$ cat src/rtl/spectrum_bands.sv
// Folds each spectrum frame into 16 equal bands and tracks per-band peak-hold levels with linear decay.
// Publishes a bar-graph LED mask plus the dominant band index and its level once per frame.
module spectrum_bands #(
  parameter int NUM_BINS = 512,
  parameter int DECAY    = 4,
  parameter bit SKIP_DC  = 1'b1
) (
  input  logic        clk,
  input  logic        reset_n,
  input  logic        frame_start,
  input  logic        freq_valid,
  input  logic [9:0]  freq_addr,
  input  logic [7:0]  freq_data,
  input  logic [7:0]  thresh,
  output logic [15:0] led,
  output logic [3:0]  peak_band,
  output logic [7:0]  peak_level,
  output logic        frame_done,
  output logic        busy
);

  // state  | meaning
  // IDLE   | waiting for frame_start, samples ignored
  // ACCUM  | folding bins into cur[] band maxima
  // COMMIT | 16 cycles, band k decays/merges into hold[k]
  // DONE   | one cycle, outputs registered, frame_done pulsed
  typedef enum logic [1:0] {IDLE, ACCUM, COMMIT, DONE} state_t;

  localparam int          SHIFT   = $clog2(NUM_BINS / 16);
  localparam logic [10:0] NB      = 11'(NUM_BINS);
  localparam logic [9:0]  LAST    = 10'(NUM_BINS - 1);
  localparam logic [7:0]  DEC     = 8'(DECAY);

  state_t      state, state_nxt;
  logic [7:0]  cur  [16];
  logic [7:0]  hold [16];
  logic [3:0]  k;
  logic        pending;
  logic [3:0]  best_idx;
  logic [7:0]  best_lvl;

  logic [9:0]  addr_shift;
  logic [3:0]  band;
  logic        sample_ok;
  logic        last_bin;
  logic [7:0]  hold_k;
  logic [7:0]  cur_k;
  logic [7:0]  decayed;
  logic [7:0]  hold_new;

  assign addr_shift = freq_addr >> SHIFT;
  assign band       = addr_shift[3:0];
  assign sample_ok  = freq_valid && ({1'b0, freq_addr} < NB) &&
                      !(SKIP_DC && (freq_addr == 10'd0));
  assign last_bin   = freq_valid && (freq_addr == LAST);
  assign hold_k     = hold[k];
  assign cur_k      = cur[k];
  assign decayed    = (hold_k > DEC) ? (hold_k - DEC) : 8'd0;
  assign hold_new   = (cur_k > decayed) ? cur_k : decayed;
  assign busy       = (state == COMMIT) || (state == DONE);

  always_ff @(posedge clk or negedge reset_n) begin
    if (!reset_n) state <= IDLE;
    else          state <= state_nxt;
  end

  always_comb begin
    state_nxt = state;
    case (state)
      IDLE:   if (frame_start) state_nxt = ACCUM;
      ACCUM:  if (last_bin) state_nxt = COMMIT;
      COMMIT: if (k == 4'd15) state_nxt = DONE;
      DONE:   state_nxt = (pending || frame_start) ? ACCUM : IDLE;
      default: state_nxt = IDLE;
    endcase
  end

  always_ff @(posedge clk or negedge reset_n) begin
    if (!reset_n) begin
      for (int i = 0; i < 16; i++) begin
        cur[i]  <= '0;
        hold[i] <= '0;
      end
      k          <= '0;
      pending    <= 1'b0;
      best_idx   <= '0;
      best_lvl   <= '0;
      led        <= '0;
      peak_band  <= '0;
      peak_level <= '0;
      frame_done <= 1'b0;
    end else begin
      frame_done <= 1'b0;
      case (state)
        IDLE: begin
          if (frame_start)
            for (int i = 0; i < 16; i++) cur[i] <= '0;
        end
        ACCUM: begin
          // A start together with the last bin closes this frame and queues the next.
          if (frame_start && !last_bin) begin
            for (int i = 0; i < 16; i++) cur[i] <= '0;
          end else begin
            if (sample_ok && (freq_data > cur[band])) cur[band] <= freq_data;
            if (last_bin) begin
              k <= '0;
              if (frame_start) pending <= 1'b1;
            end
          end
        end
        COMMIT: begin
          hold[k] <= hold_new;
          cur[k]  <= '0;
          if ((k == 4'd0) || (hold_new > best_lvl)) begin
            best_idx <= k;
            best_lvl <= hold_new;
          end
          k <= k + 4'd1;
          if (frame_start) pending <= 1'b1;
        end
        DONE: begin
          for (int i = 0; i < 16; i++) led[i] <= (hold[i] > thresh);
          peak_band  <= best_idx;
          peak_level <= best_lvl;
          frame_done <= 1'b1;
          pending    <= 1'b0;
          if (pending || frame_start)
            for (int i = 0; i < 16; i++) cur[i] <= '0;
        end
        default: ;
      endcase
    end
  end

endmodule

$ cat config.mk
export PLATFORM = sky130hd
export DESIGN_NAME = spectrum_bands
export DESIGN_NICKNAME = d
export VERILOG_FILES = /design/src/rtl/spectrum_bands.sv
export SDC_FILE = /design/constraint.sdc
export NUM_CORES = 1
export LEC_CHECK = 0
export BUFFER_PORTS_ARGS = -buffer_cell sky130_fd_sc_hd__buf_2
export CORE_ASPECT_RATIO = 0.75
export CORE_MARGIN = 2
export CORE_UTILIZATION = 65
export CTS_CLUSTER_DIAMETER = 120
export CTS_CLUSTER_SIZE = 16
export DETAILED_ROUTE_END_ITERATION = 16
export GPL_ROUTABILITY_DRIVEN = 0
export PLACE_DENSITY = 0.83
export REMOVE_ABC_BUFFERS = 1
export SETUP_SLACK_MARGIN = 0.02
export SLEW_MARGIN = 30
export SYNTH_ARGS = -nofsm -noshare
export SYNTH_HDL_FRONTEND = slang
export SYNTH_SLANG_ARGS = --single-unit
$ cat constraint.sdc
create_clock -name clk -period 10.4 [get_ports clk]
set_clock_uncertainty 0.15 [all_clocks]
set_input_delay 2.08 -clock clk [delete_from_list [all_inputs] [get_ports clk]]
set_output_delay 2.08 -clock clk [all_outputs]
set_load 0.02 [all_outputs]
==> results of run 1 <==
how the worst max path moves through the flow:
stage	from	endpoint	slack, ns	depth (start not counted)
floorplan	k[0]	best_idx[0]	1.34	23
global placement	k[0]	best_idx[1]	3.04	25
detailed placement	k[0]	best_idx[0]	3.20	26
CTS	k[0]	best_idx[0]	3.13	26
global route	k[0]	best_idx[0]	2.51	26
finish	k[0]	best_idx[0]	3.06	26
final cells by class:
cell class,instances,share of cell area [%]
timing repair buffer,79,2.60
clock buffer,24,2.95
inverter,120,2.29
sequential,304,38.7
antenna,1,0.0127
tap,385,2.45
multi-input combinational,1192,51.0
kinds of logic after synthesis:
family	count (synthesis)	share of synthesized area [%]
AO/OA/AOI/OAI	515	18.3
AND/OR/NAND/NOR	379	9.36
flip-flops	304	41.0
buffers and inverters	220	5.25
adder cells (fa/ha/maj)	163	11.0
multiplexers	132	14.9
XOR/XNOR	3	0.142
layer usage:
layer  GRT usage (%)  vias up  wire length, µm
li1                -     6354                -
met3            12.0      168             7410
met1            53.8     7413            21400
met5               0        -               13
met2            53.3     1052            23300
met4            10.5        2             1600
layout by cell type (no fill, tap or decap), drive strengths merged, types with 7 or more instances in the layout:
| cell type | synthesis | final |
|---|---|---|
| clkbuf | 52 | 24 |
| a31oi | 7 | 7 |
| o21a | 22 | 22 |
| a41oi | 8 | 8 |
| o2bb2ai | 72 | 72 |
| o311ai | 16 | 16 |
| nand2b | 19 | 19 |
| o22ai | 50 | 50 |
| a22oi | 9 | 9 |
| dfrtp | 304 | 304 |
| ha | 163 | 163 |
| nor2b | 25 | 25 |
| a21oi | 213 | 213 |
| a21o | 18 | 18 |
| nand3 | 48 | 48 |
| nand2 | 69 | 69 |
| mux4 | 112 | 112 |
| mux2 | 17 | 17 |
| o21ai | 85 | 85 |
| buf | 48 | 79 |
| and2 | 8 | 8 |
| inv | 119 | 119 |
| nor2 | 177 | 177 |
| nor3 | 11 | 11 |
through the flow:
stage / area (µm²) / cells / utilization, % / setup WS, ns / hold WS, ns
floorplan: 18000 / 1616 / - / 1.34 / 0.317
global placement: 19000 / 2077 / 67.7 / 3.04 / 0.333
detailed placement: 19000 / 2078 / 67.8 / 3.20 / 0.340
CTS: 19600 / 2102 / 69.9 / 3.13 / 0.360
global route: 19700 / 2104 / 70.1 / 2.51 / 0.371
finish: 19700 / 2105 / 70.1 / 3.06 / 0.355
power by group through the flow:
stage	Combinational, µW	Sequential [µW]	Clock, µW
2_1_floorplan	1540	1570	0
3_3_place_gp	2300	1540	0
3_5_place_dp	2410	1540	0
4_1_cts	2420	1520	803
5_1_grt	2680	1550	846
6_report	2510	1530	810
flip-flops by register name, summed over array words and instances (netlist names):
register	count
peak_band	4
pending	1
frame_done	1
hold	128
led	16
best_idx	4
k	4
state	2
best_lvl	8
peak_level	8
cur	128
==> impl_metrics.csv, run 1 <==
group,metric,value,unit
pwr,power.density,247,mW/mm²
pwr,clockPowerShare,16.7,%
pwr,combinationalPowerShare,51.7,%
critical_path,cp_data_arrival_time,7.60,ns
clock_network,clk_pin_slew,0.07,ns
logic_synthesis,synth_flop_cell,"dfrtp_1",
hold_path,hold_path.startpoint,"peak_level[3]",
critical_path,r2r-start,"k[0]",
sta,tightestPinTransition,1.02,ns
sta,timing.final.max_slew_violations,0,
clock_network,clock_sink_count,304,
clock_network,hold_buffers,0,
grt,pin_count_of_the_biggest_net_entering_global_routing,183,
layout,drive_gt1_share,17.1,%
pwr,maximum_resistive_drop_on_vdd,206,µV
logic_synthesis,synth_area,0.0186,mm²
clock_network,total_cts_buffers,22,
sta,fin_setup_tns,0,ns
critical_path,crit_slowest_cell,"dfrtp_4",
critical_path,rrSetupSlack,3.06,ns
detailed_routing,drtIter0Drc,2054,
floorplan,chipHeight,150,µm
grt,globalRouteOverflowTotal,0,
floorplan,die_width,199,µm
critical_path,worstReg2RegEnd,"best_idx[0]",
layout,nNetsFinal,1912,
sta,period_needed,7.34,ns
clock_network,clockBufferDepth,3,
detailed_routing,drt_pre_antenna_iters,8,
detailed_routing,routed-via-count,14989,
clock_network,htree_num_levels,1,
logic_synthesis,yosysWarnings,0,
pwr,power.leakage,0.00880,µW
floorplan,fp.dieArea,0.0299,mm²
grt,first_global_vias,14723,
grt,grt_util_all_layers,36.9,%
grt,global_route_wire_length_before_repair,83800,µm
critical_path,critPathKind,"flip-flop to flip-flop",
placed_design,place.detailed.hpwl,36800,µm
layout,ff_latch_area,0.00761,mm²
flow_run,cap_viol_max_count,0,
clock_network,tritoncts,"built",
clock_network,post_cts_setup_inserts,0,
sta,grt_setup_unrepaired,"no",
detailed_routing,wl_per_cell,25.5,µm
floorplan,pin_count,60,
clock_network,clkLatencyLatePin,0.54,ns
floorplan,starting_utilization_of_the_core_area,66.2,%
placed_design,port-buffer-count,59,
detailed_routing,via_per_inst,7.12,
hold_path,min_delay_worst_endpoint,"peak_level[3]",
floorplan,design.core.area,0.0281,mm²
critical_path,setup.worst_path.start_class,"flip-flop",
critical_path,cp.required,10.67,ns
logic_synthesis,yosysUniqueCellTypes,64,
logic_synthesis,synthMostInstantiatedCell,"dfrtp_1",
logic_synthesis,post_synthesis_async_set_or_reset_flop_share,100,%
sta,max-slew-margin-rel,32.2,%
pwr,p_int,2540,µW
logic_synthesis,postSynthAreaPerCell,10.8,µm²
layout,number_of_fillers_in_the_final_layout,1912,
critical_path,timing.critical_path.buf_inv,4,
pwr,p_sw_share,47.8,%
logic_synthesis,synth_area_leader_cell,"dfrtp_1",
critical_path,worst_path_most_repeated_cell,"o21a_1",
logic_synthesis,synth.top_cell.area_share,41.0,%
logic_synthesis,netlist_top_cells_area,"dfrtp_1 (41%), mux4_2 (13%), ha_1 (11%), a21oi_1 (4.9%), nor2_1 (3.6%)",
critical_path,worstSetupEndpointType,"flip-flop",
sta,final-hold-violation-count,0,
pwr,power.total,4850,µW
logic_synthesis,synth-edff-count,0,
critical_path,worst-r2r-cell-count,26,
critical_path,family_with_the_most_delay_on_the_worst_path,"compound AO/OA/AOI/OAI gates",
logic_synthesis,yosys-top-cells-count,"dfrtp_1 (304), a21oi_1 (180), nor2_1 (176)",
layout,area_growth,5.92,%
clock_network,post_cts_resized,0,
detailed_routing,drt_wl_total,53700,µm
floorplan,number_of_placement_rows,53,
pwr,power.switching,2320,µW
detailed_routing,drc_errors,0,
sta,final_min_period_over_clock_period,70.6,%
clock_network,ctsRootBufferMaster,"clkbuf_16",
sta,report.final.setup_viol,0,
sta,max_clock_freq,0.136,GHz
critical_path,max_stage_delay,0.81,ns
logic_synthesis,synth-seq-cells,304,
pwr,share_seq_of_total_power,31.6,%
hold_path,hold_path_depth,1,
critical_path,maximum_fanout_along_the_worst_path,39,
hold_path,hold_path.class,"flip-flop to flip-flop",
status,outcome,"complete, no violations",
logic_synthesis,synth_sequential_area_ratio,41.0,%
layout,multi_input_comb_area,0.0100,mm²
grt,antenna_found_initial,1,
detailed_routing,drtAntennaViolNets,0,
logic_synthesis,syn-instance-count,1716,
Note: power is estimated with default switching activity, not from simulation.
==> run 2: changes to the inputs <==
Settings changed: CORE_UTILIZATION 65 to 63, PLACE_DENSITY 0.83 to 0.81.
Clock period 10.4 ns to 7.34 ns, I/O delays scaled along.
==> impl_metrics.csv, run 2 (synthesized netlist as in run 1, its figures left out) <==
group,metric,value,unit
status,outcome,"complete, no violations",
sta,period_needed,6.58,ns
sta,max_clock_freq,0.152,GHz
layout,nNetsFinal,1922,
sta,final-hold-violation-count,0,
detailed_routing,drtAntennaViolNets,0,
detailed_routing,routed-via-count,14890,
critical_path,maximum_fanout_along_the_worst_path,20,
sta,max-slew-margin-rel,33.3,%
clock_network,total_cts_buffers,22,
layout,number_of_fillers_in_the_final_layout,2120,
placed_design,place.detailed.hpwl,37600,µm
sta,grt_setup_unrepaired,"no",
detailed_routing,drc_errors,0,
detailed_routing,drtIter0Drc,2175,
critical_path,timing.critical_path.buf_inv,4,
grt,pin_count_of_the_biggest_net_entering_global_routing,133,
sta,report.final.setup_viol,0,
sta,final.hold.worst_slack,0.357,ns
clock_network,clk_pin_slew,0.08,ns
clock_network,htree_num_levels,1,
clock_network,clockBufferDepth,3,
placed_design,setup_ws_pre_cts,0.979,ns
grt,grt_util_all_layers,35.3,%
clock_network,post_cts_resized,0,
grt,globalRouteOverflowTotal,0,
grt,first_global_vias,14758,
clock_network,post_cts_setup_inserts,0,
layout,antenna-diode-count,0,
flow_run,cap_viol_max_count,0,
layout,drive_gt1_share,17.6,%
sta,setup_slack_after_layout,0.761,ns
clock_network,clock_sink_count,304,
critical_path,setup.worst_path.start_class,"flip-flop",
sta,timing.final.max_slew_violations,0,
critical_path,critPathKind,"flip-flop to flip-flop",
floorplan,starting_utilization_of_the_core_area,63.9,%
layout,final_area,0.0197,mm²
floorplan,die_width,202,µm
critical_path,worstSetupEndpointType,"flip-flop",
floorplan,fp.dieArea,0.0309,mm²
critical_path,crit_slowest_cell,"nor2b_1",
floorplan,design.core.area,0.0291,mm²
clock_network,tritoncts,"built",
layout,finalCoreUtilization,67.9,%
floorplan,chipHeight,153,µm
placed_design,port-buffer-count,59,
clock_network,ctsRootBufferMaster,"clkbuf_16",
pwr,power.density,354,mW/mm²
detailed_routing,drt_wl_total,53500,µm
critical_path,cp_data_arrival_time,6.84,ns
placed_design,placement.cell_area,0.0191,mm²
detailed_routing,drt_pre_antenna_iters,6,
layout,area_growth,6.24,%
hold_path,hold_path.class,"flip-flop to flip-flop",
floorplan,number_of_placement_rows,54,
detailed_routing,wl_per_cell,25.2,µm
clock_network,clkLatencyLatePin,0.53,ns
grt,antenna_found_initial,0,
pwr,maximum_resistive_drop_on_vdd,454,µV
layout,layout_common_cells,"dfrtp_1 (302), a21oi_1 (180), nor2_1 (164)",
critical_path,cp.required,7.60,ns
critical_path,family_with_the_most_delay_on_the_worst_path,"compound AO/OA/AOI/OAI gates",
floorplan,pin_count,60,
layout,final_common_cell,"dfrtp_1",
clock_network,hold_buffers,0,
grt,global_route_wire_length_before_repair,84800,µm
sta,tightestPinTransition,1.00,ns
layout,largest_registers_ranked_by_flip_flop_count,"cur (128), hold (128), led (16)",
critical_path,max_stage_delay,0.68,ns
sta,final_min_period_over_clock_period,89.6,%
pwr,power.leakage,0.00883,µW
detailed_routing,via_per_inst,7.02,
run 2: cell types whose count changed in the layout (fill, tap and decap cells not counted), sizes merged:
cell,delta
buf,+10
diode,-1
run 2: cell type report:
type                       instances  area, µm²  area share [%]
inverter                         120        450            2.28
timing repair buffer              89        559            2.84
clock buffer                      24        579            2.94
tap                              392        490            2.49
sequential                       304       7610            38.6
multi-input combinational       1192      10000            50.9
run 2: metal layers:
metal  vias up  routed length (µm)  global-route usage, %
met1      7292               21300                   51.8
met3       176                8010                   12.5
met4         0                1690                   10.9
li1       6359                   -                      -
met5         -                   0                  0.155
met2      1063               22500                   49.4
run 2: through the flow:
step / instances / power (µW) / TNS, ns
floorplan: 1616 / 4390 / -18.80
global placement: 2097 / 5580 / 0
detailed placement: 2097 / 5710 / 0
CTS: 2121 / 6860 / 0
global route: 2121 / 7320 / 0
finish: 2121 / 6980 / 0
run 2: path summary, 6_finish.rpt:
path / startpoint / endpoint / slack [ns] / cells past startpoint
setup / recovery: k[2] / best_idx[0] / 0.76 / 27
hold / removal: peak_band[2] / peak_band[2] / 0.36 / 1
setup reg to reg: k[2] / best_idx[0] / 0.76 / 27
hold reg to reg: peak_band[2] / peak_band[2] / 0.36 / 1
max in group asynchronous: reset_n / cur[28] / 5.01 / 2
min in group asynchronous: reset_n / frame_done / 0.78 / 1
run 2: power breakdown:
| part | switching [µW] | total, µW | internal [µW] |
|---|---|---|---|
| sequential | 284 | 2190 | 1910 |
| clock | 584 | 1140 | 555 |
| combinational | 2450 | 3640 | 1190 |
==> run 3: changes to the inputs <==
Settings changed: CELL_PAD_IN_SITES_DETAIL_PLACEMENT set to 0, CELL_PAD_IN_SITES_GLOBAL_PLACEMENT set to 1, CORE_UTILIZATION 63 to 51, PLACE_DENSITY 0.81 to not set, PLACE_DENSITY_LB_ADDON set to 0.1.
==> impl_metrics.csv, run 3 (synthesized netlist as in run 1, its figures left out) <==
group,metric,value,unit
floorplan,design.core.area,0.0359,mm²
flow_run,cap_viol_max_count,0,
pwr,power.total,7100,µW
critical_path,setup.worst_path.start_class,"flip-flop",
critical_path,worstSetupEndpointType,"flip-flop",
clock_network,tritoncts,"built",
status,outcome,"complete, no violations",
floorplan,number_of_placement_rows,60,
clock_network,clock_sink_count,304,
sta,timing.final.max_slew_violations,0,
sta,period_needed,6.54,ns
pwr,maximum_resistive_drop_on_vdd,463,µV
critical_path,worst-r2r-cell-count,26,
floorplan,die_width,224,µm
grt,pin_count_of_the_biggest_net_entering_global_routing,148,
detailed_routing,via_per_inst,6.55,
critical_path,crit_path_end,"best_idx[1]",
critical_path,cp.required,7.62,ns
critical_path,critPathKind,"flip-flop to flip-flop",
clock_network,ctsRootBufferMaster,"clkbuf_16",
layout,number_of_fillers_in_the_final_layout,3130,
sta,report.final.setup_viol,0,
grt,first_global_vias,13521,
clock_network,total_cts_buffers,22,
detailed_routing,drc_errors,0,
grt,global_route_wire_length_before_repair,88700,µm
layout,antenna-diode-count,0,
critical_path,rrSetupSlack,0.80,ns
detailed_routing,wl_per_cell,26.3,µm
floorplan,fp.dieArea,0.0380,mm²
grt,globalRouteOverflowTotal,0,
clock_network,post_cts_resized,0,
clock_network,clk_pin_slew,0.08,ns
layout,drive_gt1_share,17.9,%
hold_path,hold_path.class,"flip-flop to flip-flop",
placed_design,setup_ws_pre_cts,0.870,ns
sta,max-slew-margin-rel,31.3,%
layout,layout_common_cells,"dfrtp_1 (302), a21oi_1 (180), nor2_1 (166)",
critical_path,critical_path.startpoint,"k[0]",
critical_path,cp_data_arrival_time,6.82,ns
sta,final.hold.worst_slack,0.353,ns
sta,grt_setup_unrepaired,"no",
clock_network,htree_num_levels,1,
layout,largest_registers_ranked_by_flip_flop_count,"cur (128), hold (128), led (16)",
placed_design,place.detailed.hpwl,40800,µm
clock_network,clockBufferDepth,3,
floorplan,starting_utilization_of_the_core_area,51.7,%
sta,final_min_period_over_clock_period,89.1,%
pwr,power.density,357,mW/mm²
sta,max_clock_freq,0.153,GHz
grt,antenna_found_initial,0,
clock_network,clkLatencyLatePin,0.56,ns
detailed_routing,drt_wl_total,58000,µm
grt,grt_util_all_layers,31.2,%
critical_path,r2r-start,"k[0]",
clock_network,hold_buffers,0,
detailed_routing,drtIter0Drc,1492,
hold_path,hold_path.startpoint,"peak_band[0]",
detailed_routing,drt_pre_antenna_iters,5,
layout,area_growth,7.06,%
critical_path,maximum_fanout_along_the_worst_path,34,
layout,final_area,0.0199,mm²
layout,final_common_cell,"dfrtp_1",
floorplan,pin_count,60,
pwr,power.leakage,0.00886,µW
sta,setup_slack_after_layout,0.802,ns
sta,final-hold-violation-count,0,
floorplan,chipHeight,169,µm
detailed_routing,routed-via-count,14414,
detailed_routing,drtAntennaViolNets,0,
critical_path,worstReg2RegEnd,"best_idx[1]",
placed_design,placement.cell_area,0.0193,mm²
layout,nNetsFinal,1928,
clock_network,post_cts_setup_inserts,0,
sta,tightestPinTransition,1.03,ns
placed_design,port-buffer-count,59,
-- run 3: worst max-delay path: stages (launching register included) --
cell	delay (ns)
dfrtp_4	0.87
mux4_1	0.64
a22o_1	0.25
a221oi_2	0.31
or4b_4	0.57
nor2_8	0.18
or2_2	0.14
ha_1	0.14
nor2b_1	0.12
o21ai_0	0.08
a21oi_1	0.15
o21ai_0	0.11
a22oi_2	0.24
buf_4	0.32
nor3_1	0.12
a21oi_4	0.11
buf_4	0.28
inv_2	0.06
ha_1	0.28
nor2b_1	0.13
o21a_1	0.16
o21a_1	0.16
o21a_1	0.16
o21bai_1	0.12
a21oi_1	0.08
buf_4	0.20
mux2_2	0.28
-- run 3: stage by stage --
stage	util, %	instances	TNS (ns)
6_report	55.4	2201	0
5_1_grt	55.4	2201	0
4_1_cts	55.4	2201	0
3_5_place_dp	53.8	2176	0
3_3_place_gp	53.7	2176	0
2_1_floorplan	-	1616	-18.80
-- run 3: power breakdown --
group          total, µW  switching [µW]  internal (µW)  leakage (µW)
combinational       3720            2520           1200       0.00447
sequential          2230             325           1910       0.00411
clock               1140             604            539      0.000280
total               7100            3450           3650       0.00886
-- run 3: worst min path at each step --
stage,to,cells past startpoint,slack [ns]
detailed placement,peak_level[4],1,0.34
floorplan,cur[40],1,0.32
finish,peak_band[0],1,0.35
CTS,best_idx[1],1,0.36
global placement,cur[82],1,0.33
global route,peak_band[1],1,0.37
-- run 3: final cells by class --
| type | instances | area (µm²) | share of cell area, % |
|---|---|---|---|
| Clock inverter | 1 | 16.3 | 0.0818 |
| Inverter | 120 | 450 | 2.27 |
| Timing Repair Buffer | 95 | 613 | 3.09 |
| Sequential cell | 304 | 7610 | 38.3 |
| Multi-Input combinational cell | 1192 | 10000 | 50.5 |
| Clock buffer | 24 | 558 | 2.81 |
| Tap cell | 465 | 582 | 2.93 |
-- run 3: layer usage --
| layer | track usage (%) | up-vias | part of all wire, % |
|---|---|---|---|
| met4 | 3.92 | 0 | 1.0 |
| li1 | - | 6396 | - |
| met1 | 52.5 | 7264 | 49 |
| met2 | 40.4 | 703 | 39 |
| met5 | 0 | - | 0 |
| met3 | 7.96 | 51 | 12 |
